[src/rtl/ps_input_arbiter_pkg.sv]
// ps_input_arbiter_pkg
//   Constants and types shared by the PS-stage input arbiter slice.
//   PKT_W           : packet width; must match the PS stage input packet width
//   CNT_W           : width of the completed-packet counter
//   SYNC_STAGES_DEF : default depth of the Ack_in synchronizer
//   state_e         : arbiter FSM state encoding (2 bits)
//   rr_pick()       : round-robin grant decision for the two input ports
package ps_input_arbiter_pkg;

  localparam int PKT_W           = 52;
  localparam int CNT_W           = 16;
  localparam int SYNC_STAGES_DEF = 2;

  typedef enum logic [1:0] {
    ST_IDLE = 2'd0,
    ST_SEND = 2'd1,
    ST_RTZ  = 2'd2
  } state_e;

  // Returns the port to grant. On a tie the port that did not win last time
  // is chosen; with a single eligible port that port is returned. The result
  // is meaningless when neither port is eligible.
  function automatic logic rr_pick(input logic elig0, input logic elig1,
                                   input logic last);
    if (elig0 && elig1) begin
      return ~last;
    end
    return elig1;
  endfunction

endpackage

[src/rtl/ps_input_arbiter_if.sv]
// ps_input_arbiter_if
//   Bundles the two clocked 4-phase input channels and the 4-phase output
//   channel toward the self-timed PS lookup stage.
//   Send_in0/1   : source requests (level, 4-phase, synchronous to CLK)
//   PACKET_IN0/1 : source packets, stable while the matching Send_in is high
//   Ack_out0/1   : acknowledges back to the sources
//   Send_out     : request to the PS stage Send_in
//   PACKET_OUT   : registered packet to the PS stage PACKET_IN
//   Ack_in       : PS stage Ack_out, asynchronous to CLK
//   Pkt_cnt      : packets completed toward the PS stage (wraps)
//   modport slave  : the arbiter side
//   modport master : the side that drives sources and the PS stage Ack
interface ps_input_arbiter_if
  import ps_input_arbiter_pkg::*;
#(
  parameter int PW = PKT_W
);

  logic             Send_in0;
  logic [PW-1:0]    PACKET_IN0;
  logic             Ack_out0;
  logic             Send_in1;
  logic [PW-1:0]    PACKET_IN1;
  logic             Ack_out1;
  logic             Send_out;
  logic [PW-1:0]    PACKET_OUT;
  logic             Ack_in;
  logic [CNT_W-1:0] Pkt_cnt;

  modport slave (
    input  Send_in0, PACKET_IN0, Send_in1, PACKET_IN1, Ack_in,
    output Ack_out0, Ack_out1, Send_out, PACKET_OUT, Pkt_cnt
  );

  modport master (
    output Send_in0, PACKET_IN0, Send_in1, PACKET_IN1, Ack_in,
    input  Ack_out0, Ack_out1, Send_out, PACKET_OUT, Pkt_cnt
  );

endinterface

[src/rtl/ps_input_arbiter_ack_sync.sv]
// ack_sync
//   SYNC_STAGES-deep flop chain bringing the self-timed PS stage Ack back
//   into the CLK domain. MR clears every stage so a reset mid-handshake
//   cannot leave a stale Ack in flight. SYNC_STAGES must be at least 2.
//   CLK      : clock, rising edge
//   MR       : synchronous active-high clear
//   async_in : asynchronous Ack from the PS stage
//   sync_out : synchronized Ack (last stage of the chain)
module ack_sync #(
  parameter int SYNC_STAGES = 2
) (
  input  logic CLK,
  input  logic MR,
  input  logic async_in,
  output logic sync_out
);

  logic [SYNC_STAGES-1:0] sync_q;

  always_ff @(posedge CLK) begin
    if (MR) begin
      sync_q <= '0;
    end else begin
      sync_q <= {sync_q[SYNC_STAGES-2:0], async_in};
    end
  end

  assign sync_out = sync_q[SYNC_STAGES-1];

endmodule

[src/rtl/ps_input_arbiter.sv]
// ps_input_arbiter
//   Round-robin merge of two clocked 4-phase packet sources into the single
//   4-phase input channel of the self-timed PS lookup stage. One packet is
//   held in PACKET_OUT from its grant until the next grant. All outputs come
//   straight from flops.
//   CLK : clock, rising edge
//   MR  : master reset, synchronous, active-high
//   bus : ps_input_arbiter_if.slave (source channels, PS channel, Pkt_cnt)
//
//   state | meaning
//   ------+-----------------------------------------------------------
//   IDLE  | no packet toward PS stage; grant an eligible port if any
//   SEND  | Send_out high, waiting for the synchronized Ack to rise
//   RTZ   | Send_out low, waiting for the synchronized Ack to fall
module ps_input_arbiter
  import ps_input_arbiter_pkg::*;
#(
  parameter int PW          = PKT_W,
  parameter int SYNC_STAGES = SYNC_STAGES_DEF
) (
  input logic               CLK,
  input logic               MR,
  ps_input_arbiter_if.slave bus
);

  state_e           state_q;
  state_e           state_d;
  logic             send_out_q;
  logic             send_out_d;
  logic [1:0]       ack_out_q;
  logic [1:0]       ack_out_d;
  logic [PW-1:0]    packet_q;
  logic [PW-1:0]    packet_d;
  logic             last_q;
  logic             last_d;
  logic [CNT_W-1:0] pkt_cnt_q;
  logic             cnt_inc;
  logic             ack_s;
  logic             elig0;
  logic             elig1;
  logic             grant_port;

  ack_sync #(
    .SYNC_STAGES(SYNC_STAGES)
  ) u_ack_sync (
    .CLK     (CLK),
    .MR      (MR),
    .async_in(bus.Ack_in),
    .sync_out(ack_s)
  );

  // Eligibility uses the registered acknowledge, so a port released on this
  // edge only competes from the next cycle on.
  assign elig0      = bus.Send_in0 & ~ack_out_q[0];
  assign elig1      = bus.Send_in1 & ~ack_out_q[1];
  assign grant_port = rr_pick(elig0, elig1, last_q);

  // State register
  always_ff @(posedge CLK) begin
    if (MR) begin
      state_q <= ST_IDLE;
    end else begin
      state_q <= state_d;
    end
  end

  // Next-state logic
  always_comb begin
    state_d = state_q;
    case (state_q)
      ST_IDLE: begin
        if (elig0 | elig1) begin
          state_d = ST_SEND;
        end
      end
      ST_SEND: begin
        if (ack_s) begin
          state_d = ST_RTZ;
        end
      end
      ST_RTZ: begin
        if (!ack_s) begin
          state_d = ST_IDLE;
        end
      end
      default: state_d = ST_IDLE;
    endcase
  end

  // Output logic: next values of the registered outputs
  always_comb begin
    send_out_d = send_out_q;
    packet_d   = packet_q;
    last_d     = last_q;
    cnt_inc    = 1'b0;
    // Input-side release runs independently of the FSM: an acknowledged
    // port drops its Ack one edge after its Send is seen low.
    ack_out_d[0] = ack_out_q[0] & bus.Send_in0;
    ack_out_d[1] = ack_out_q[1] & bus.Send_in1;
    case (state_q)
      ST_IDLE: begin
        send_out_d = 1'b0;
        if (elig0 | elig1) begin
          send_out_d            = 1'b1;
          last_d                = grant_port;
          ack_out_d[grant_port] = 1'b1;
          packet_d              = grant_port ? bus.PACKET_IN1 : bus.PACKET_IN0;
        end
      end
      ST_SEND: begin
        if (ack_s) begin
          send_out_d = 1'b0;
        end
      end
      ST_RTZ: begin
        send_out_d = 1'b0;
        if (!ack_s) begin
          cnt_inc = 1'b1;
        end
      end
      default: send_out_d = 1'b0;
    endcase
  end

  always_ff @(posedge CLK) begin
    if (MR) begin
      send_out_q <= 1'b0;
      ack_out_q  <= 2'b00;
      packet_q   <= '0;
      // last starts at port 1 so port 0 wins the first tie after reset
      last_q     <= 1'b1;
    end else begin
      send_out_q <= send_out_d;
      ack_out_q  <= ack_out_d;
      packet_q   <= packet_d;
      last_q     <= last_d;
    end
  end

  // Counts a packet when the PS stage handshake has fully returned to zero.
  always_ff @(posedge CLK) begin
    if (MR) begin
      pkt_cnt_q <= '0;
    end else if (cnt_inc) begin
      pkt_cnt_q <= pkt_cnt_q + 1'b1;
    end
  end

  assign bus.Send_out   = send_out_q;
  assign bus.Ack_out0   = ack_out_q[0];
  assign bus.Ack_out1   = ack_out_q[1];
  assign bus.PACKET_OUT = packet_q;
  assign bus.Pkt_cnt    = pkt_cnt_q;

endmodule
[src/flat_wrapper.sv]
// flat-port wrapper written by rule: the top's interface ports become plain ports
module ps_input_arbiter_flat import ps_input_arbiter_pkg::*;
#(
  parameter int PW          = PKT_W,
  parameter int SYNC_STAGES = SYNC_STAGES_DEF
)
  (CLK, MR, bus_Send_in0, bus_PACKET_IN0, bus_Send_in1, bus_PACKET_IN1, bus_Ack_in, bus_Ack_out0, bus_Ack_out1, bus_Send_out, bus_PACKET_OUT, bus_Pkt_cnt);
  ps_input_arbiter_if #(.PW(PW)) bus_i ();
  input logic CLK;
  input logic MR;
  input wire logic [$bits(bus_i.Send_in0)-1:0] bus_Send_in0;
  input wire logic [$bits(bus_i.PACKET_IN0)-1:0] bus_PACKET_IN0;
  input wire logic [$bits(bus_i.Send_in1)-1:0] bus_Send_in1;
  input wire logic [$bits(bus_i.PACKET_IN1)-1:0] bus_PACKET_IN1;
  input wire logic [$bits(bus_i.Ack_in)-1:0] bus_Ack_in;
  output wire logic [$bits(bus_i.Ack_out0)-1:0] bus_Ack_out0;
  output wire logic [$bits(bus_i.Ack_out1)-1:0] bus_Ack_out1;
  output wire logic [$bits(bus_i.Send_out)-1:0] bus_Send_out;
  output wire logic [$bits(bus_i.PACKET_OUT)-1:0] bus_PACKET_OUT;
  output wire logic [$bits(bus_i.Pkt_cnt)-1:0] bus_Pkt_cnt;
  assign bus_i.Send_in0 = bus_Send_in0;
  assign bus_i.PACKET_IN0 = bus_PACKET_IN0;
  assign bus_i.Send_in1 = bus_Send_in1;
  assign bus_i.PACKET_IN1 = bus_PACKET_IN1;
  assign bus_i.Ack_in = bus_Ack_in;
  assign bus_Ack_out0 = bus_i.Ack_out0;
  assign bus_Ack_out1 = bus_i.Ack_out1;
  assign bus_Send_out = bus_i.Send_out;
  assign bus_PACKET_OUT = bus_i.PACKET_OUT;
  assign bus_Pkt_cnt = bus_i.Pkt_cnt;
  ps_input_arbiter #(.PW(PW), .SYNC_STAGES(SYNC_STAGES)) u_core (.CLK(CLK), .MR(MR), .bus(bus_i));
endmodule
[config.mk]
export PLATFORM = sky130hd
export DESIGN_NAME = ps_input_arbiter_flat
export DESIGN_NICKNAME = d
export VERILOG_FILES = /design/src/rtl/ps_input_arbiter_pkg.sv /design/src/rtl/ps_input_arbiter_if.sv /design/src/rtl/ps_input_arbiter_ack_sync.sv /design/src/rtl/ps_input_arbiter.sv /design/src/flat_wrapper.sv
export SDC_FILE = /design/constraint.sdc
export NUM_CORES = 1
export LEC_CHECK = 0
export CAP_MARGIN = 0
export CORE_AREA = 8 8 101 103
export CTS_CLUSTER_SIZE = 14
export DETAILED_ROUTE_END_ITERATION = 6
export DIE_AREA = 0 0 109 111
export PLACE_DENSITY = 0.8
export SYNTH_ARGS = -nofsm -noshare
export SYNTH_HDL_FRONTEND = slang
export SYNTH_SLANG_ARGS = --single-unit
export TNS_END_PERCENT = 30
[constraint.sdc]
create_clock -name CLK -period 1.7 [get_ports CLK]
set_input_delay 0.34 -clock CLK [delete_from_list [all_inputs] [get_ports CLK]]
set_output_delay 0.34 -clock CLK [all_outputs]
set_load 0.01 [all_outputs]
# Word level (Yosys, flattened, before mapping)
# Index checks and enable logic that the tools add are counted.
# classes
add_sub_neg,1
n_lt_le_gt_ge,2
n_eq_ne,5
mux,17
n_bitwise,9
reduce_logical,5
# op_table
cell,n
52-bit two-way mux,1
16-bit by 1-bit adder with 16-bit output (second input constant),1
2-bit two-way mux,5
1-bit two-way mux,8
2-bit one-hot mux with 3 select lines,1
1-bit AND,4
2-bit != test (second input constant),2
1-bit NOT,3
3-bit AND reduction,1
2-bit by 1-bit equality test with 1-bit output (second input constant),1
2-bit equality test (second input constant),1
1-bit logical AND,2
2-bit zero test,1
1-bit by 2-bit less-than comparator with 1-bit output (second input constant),1
2-bit by 1-bit != test with 1-bit output (second input constant),1
2-bit OR,1
1-bit one-hot mux with 2 select lines,1
2-bit AND reduction,1
1-bit demux with 1-bit select,1
1-bit greater-or-equal comparator (second input constant),1
1-bit OR,1
# totals
register_bits,76
elab_cells,46

# Logic depth before layout (Yosys ltp)
# logic_depth
word_depth,12
ltp_mapped,6

# By module
# A second synthesis with hierarchy kept.
# unflattened
cells_unflattened,399
area_unflattened_um2,3250.6
# by_module_without_submodules
module,n_inst,cells_per_inst,area_each_um2,seq_area_each_um2
ps_input_arbiter,1,395,3198.1,1481.4
ack_sync,1,4,52.6,40.0

# Worst setup path before layout
# No wires, ideal clock.
# synth_timing
path_kind,reg-to-reg
from,reg u_core.pkt_cnt_q[0] (netlist: u_core.bus.Pkt_cnt[0])
to,reg u_core.pkt_cnt_q[12] (netlist: u_core.bus.Pkt_cnt[12])
setup_ps,132
arrival_ps,1469
required_ps,1568
slack_ps,99
path_stages_with_launch,6
period_less_slack_ps,1601
cell_sequence,dfxtp_1 > ha_1 > nand2_1 > or4_1 > o21ai_0 > a21oi_1
# synth_between
elab_chain_cells,1
# synth_rtl
item,line_no,text
"start, declared",ps_input_arbiter.sv:36,logic [CNT_W-1:0] pkt_cnt_q;
"start signal, assigned",ps_input_arbiter.sv:145,pkt_cnt_q <= pkt_cnt_q + 1'b1;
16-bit by 1-bit adder with 16-bit output,ps_input_arbiter.sv:145,
# Every way passes these cells.
# A chain may end at the register's enable or synchronous reset.

# Worst setup path after layout
# layout_timing
from,in bus_Send_in1
to,reg u_core.packet_q[21] (netlist: u_core.bus.PACKET_OUT[21])
# layout_between
elab_chain_cells,5
elab_cells_between_ends,7
# layout_rtl
item,line_no,text
"start, declared",flat_wrapper.sv:13,input wire logic [$bits(bus_i.Send_in1)-1:0] bus_Send_in1;
1-bit AND (*),ps_input_arbiter.sv:55,assign elig1 = bus.Send_in1 & ~ack_out_q[1];
1-bit logical AND,ps_input_arbiter_pkg.sv:25,if (elig0 && elig1) begin
1-bit two-way mux,ps_input_arbiter_pkg.sv:25,
1-bit two-way mux,ps_input_arbiter_pkg.sv:28,return elig1;
52-bit two-way mux,ps_input_arbiter.sv:107,packet_d = grant_port ? bus.PACKET_IN1 : bus.PACKET_IN0;
"end signal, assigned",ps_input_arbiter.sv:135,packet_q <= packet_d;
"end, declared",ps_input_arbiter.sv:32,logic [PW-1:0] packet_q;
# Every way passes the cells marked *; elsewhere a longest branch is shown, timed or not.

==> key figures <==
Critical path
  – Critical Path RT: 1.94 ns
  – Critical path class: in2reg
  – Slowest stage delay, CP: 0.52 ns
  – Kind of end point of the critical path: register
  – Critical-path maximum fanout: 43
  – Slowest stage cell, crit path: clkdlybuf4s50_1
  – Arr. time, crit path: 1.88 ns
  – Crit-path cells: clkdlybuf4s50_1 -> nor2b_1 -> o21a_4 -> buf_12 -> nor2_1 -> a311oi_2
  – Startpoint Class: input pin

Timing
  – Slew Viols, Final: 0
  – Final setup fails: 0
  – Final hold viol count: 0
  – Fmax: 0.6096 GHz
  – Period minus WS final: 1.641 ns
  – Worst-margin pin slew: 0.5921 ns
  – Clock Skew: 0.01095 ns
  – Hold Slack: 0.4362 ns
  – Setup TNS Final: 0 ns
  – Period utilisation layout: 96.50%
  – Headroom to the max-slew limit: 60.53%

Route
  – DR iter-0 viols: 157
  – DRT antenna net count: 0
  – Residual DRC count: 0
  – Vias per cell: 5.125
  – First-pass DRT Iterations: 4
  – Via count: 3516
  – Average wire per standard cell: 15.95 um
  – Final WL: 10940 um

Logic synthesis
  – Yosys cell types: 34
  – Cells after Synth: 398
  – Ys Warns: 0
  – Post-synthesis simple-gate area fraction: 27.90%
  – Number of flops mapped to enable cells by yosys: 0
  – Average size of a mapped cell: 8.180 sq um
  – Top_reg_cell synth: dfxtp_1
  – Number of synthesized register bits: 76
  – Post-synthesis sequential area ratio: 46.73%
  – Synth Area in Compound Gates: 17.56%
  – Fraction of synthesized cell area in xor and xnor cells: 2.959%
  – Main combinational cell family by area after synthesis: simple AND/OR/NAND/NOR gates
  – Multiplexer share of the synthesized area: 0.3075%
  – Post-synthesis adder-cell area fraction: 0.3843%
  – Syn nets: 508
  – Mapped Area: 0.003256 sq mm
  – Asr flop ratio synth: 0%

Floorplan
  – Die area: 0.01210 sq mm
  – # IOs: 180
  – Die Y: 111 um
  – Die Width: 109 um
  – Initial Util: 38.07%
  – Core Box Area: 0.008551 sq mm
  – # rows: 34

Power and ir drop
  – Seq pwr share: 40.9%
  – Comb pwr share: 28.9%
  – Pwr dens: 927.3 mW/mm^2
  – Pleak: 2.124 nW
  – Power Internal: 3.713 mW
  – Net switching power: 1.404 mW
  – Power share of the clock group: 30.3%
  – VDD IR-drop max: 0.4026 mV
  – Switching part of the total: 27.44%

Finish
  – Area grow syn2layout: 69.52%
  – Ant. Diodes: 0
  – Fin area: 0.005519 sq mm
  – Finished Layout Cells: 686
  – Layout cells sized above 1: 8.131%
  – Nets: 683

Clock network
  – Postcts setup bufs: 0
  – CTS tree: built
  – CTS buffer count: 9
  – CTS sink cnt: 76
  – Clock root cell: clkbuf_8
  – Clk buf depth: 2
  – H-tree Lvls: 3
  – CTS clk-pin slew, worst paths: 0.08 ns
  – Cts hold-fix bufs: 0
  – Clk Latency, worst-skew pair: 0.33 ns

Global route
  – Vias in the first global route: 3367
  – First-pass GRT wire length: 16980 um
  – Initial antenna violation count: 0
  – Tot GR Track Use: 17.40%
  – GRT overflow: 0
  – Largest net degree at the start of global routing: 46

Job
  – Max Cap Viol: 0

Worst hold path
  – Worst hold path class: reg2reg

Placed design
  – Post-Place Cells: 670
  – DP Area: 0.005266 sq mm
  – Final HPWL DP: 8272 um
  – GP Congestion: 0.7468
  – PortBufs: 179

Status
  – Outcome: completed
==> power groups by stage <==
stage                     Sequential [mW]  Clock [mW]  Combinational, mW
after floorplan                      2.21           0              0.546
after global placement               2.12           0               1.46
after detailed placement             2.13           0               1.48
after CTS                            2.09        1.59               1.49
after global routing                 2.12        1.68               1.59
final                                2.09        1.55               1.48
==> cells in the mapped netlist (2+ instances only) <==
cell / instances / area (sq um)
nor2b_1: 4 / 25.02
clkbuf_1: 15 / 56.30
xor2_1: 6 / 52.55
and4_1: 2 / 17.52
o21a_1: 2 / 15.01
and3_1: 3 / 18.77
nand4b_1: 2 / 17.52
nand3_1: 2 / 10.01
a21oi_1: 6 / 30.03
a311oi_1: 52 / 455.4
nand4_1: 3 / 18.77
or3_1: 3 / 18.77
o21ai_0: 6 / 30.03
nor2_1: 66 / 247.7
dfxtp_1: 76 / 1521
nand2_1: 112 / 420.4
buf_2: 15 / 75.07
xnor2_1: 5 / 43.79
nor3_1: 2 / 10.01
a22oi_1: 2 / 15.01
==> through the flow <==
stage                     setup WS, ns  util (%)  power, mW
final                          0.05948     64.54      5.118
after global routing          -0.01084     64.54      5.393
after CTS                      0.01185     64.30      5.168
after detailed placement       -0.2678     61.59      3.611
after global placement         -0.1872     61.59      3.582
after floorplan                0.09901         -      2.758
==> state kept, by name, indices dropped and copies added, names as in the netlist <==
register / cells
u_core.last_q: 1
u_core.bus.Pkt_cnt: 16
u_core.bus.Send_out: 1
u_core.ack_out_q: 2
u_core.state_q: 2
u_core.u_ack_sync.sync_q: 2
u_core.bus.PACKET_OUT: 52
==> routing by layer <==
metal  vias up  routed length, um  track usage [%]
met5         -                  0                0
met4         0                214            6.119
met3        18                963            6.744
met2       121               5621            29.83
met1      1637               4143            18.75
li1       1740                  -                -
==> cell type report <==
cell class | instances | area [sq um]
Multi-Input combinational cell | 291 | 1628
Tap cell | 108 | 135.1
Clock inverter | 3 | 68.82
Clock buffer | 13 | 158.9
Timing Repair Buffer | 195 | 1998
Sequential cell | 76 | 1530
Fill cell | 697 | 3032
==> repair_timing <==
item,4_1_cts,5_1_grt
gates resized for setup,5,7
gates cloned,0,0
setup endpoints to repair,5,10
pin swaps,0,1
hold endpoints to repair,0,0
==> cells in the final DEF (no fill, tap or decap), types with 7 or more instances in the layout <==
master / count
clkbuf_8: 11
buf_4: 9
nand2_1: 112
dfxtp_1: 69
nor2_1: 66
buf_12: 7
a311oi_1: 50
dfxtp_2: 7
clkdlybuf4s50_1: 175
==> worst max-delay path: cells and delay by family <==
| family | cells | cell delay [ns] |
|---|---|---|
| buffers and inverters | 2 | 0.73 |
| AOI/OAI and AO/OA | 2 | 0.47 |
| and+or+nand+nor | 2 | 0.32 |
==> final timing paths <==
kind / end / slack [ns] / depth (start not counted) / startpoint
worst max register to register: u_core.bus.PACKET_OUT[21]$_SDFFE_PP0P_ / 0.14 / 5 / u_core.state_q[1]$_SDFFE_PP0P_
worst min register to register: u_core.u_ack_sync.sync_q[1]$_SDFF_PP0_ / 0.44 / 1 / u_core.u_ack_sync.sync_q[0]$_SDFF_PP0_
worst min-delay path: u_core.u_ack_sync.sync_q[1]$_SDFF_PP0_ / 0.44 / 1 / u_core.u_ack_sync.sync_q[0]$_SDFF_PP0_
worst max-delay path: u_core.bus.PACKET_OUT[21]$_SDFFE_PP0P_ / 0.06 / 6 / bus_Send_in1
==> cell families after synthesis <==
logic type,after synthesis
AOI/OAI and AO/OA,71
buffers and inverters,31
xor gates and xnor gates,11
and+or+nand+nor,207
muxes,1
DFF,76
adders and majority gates,1
(Power assumes the default switching activity.)
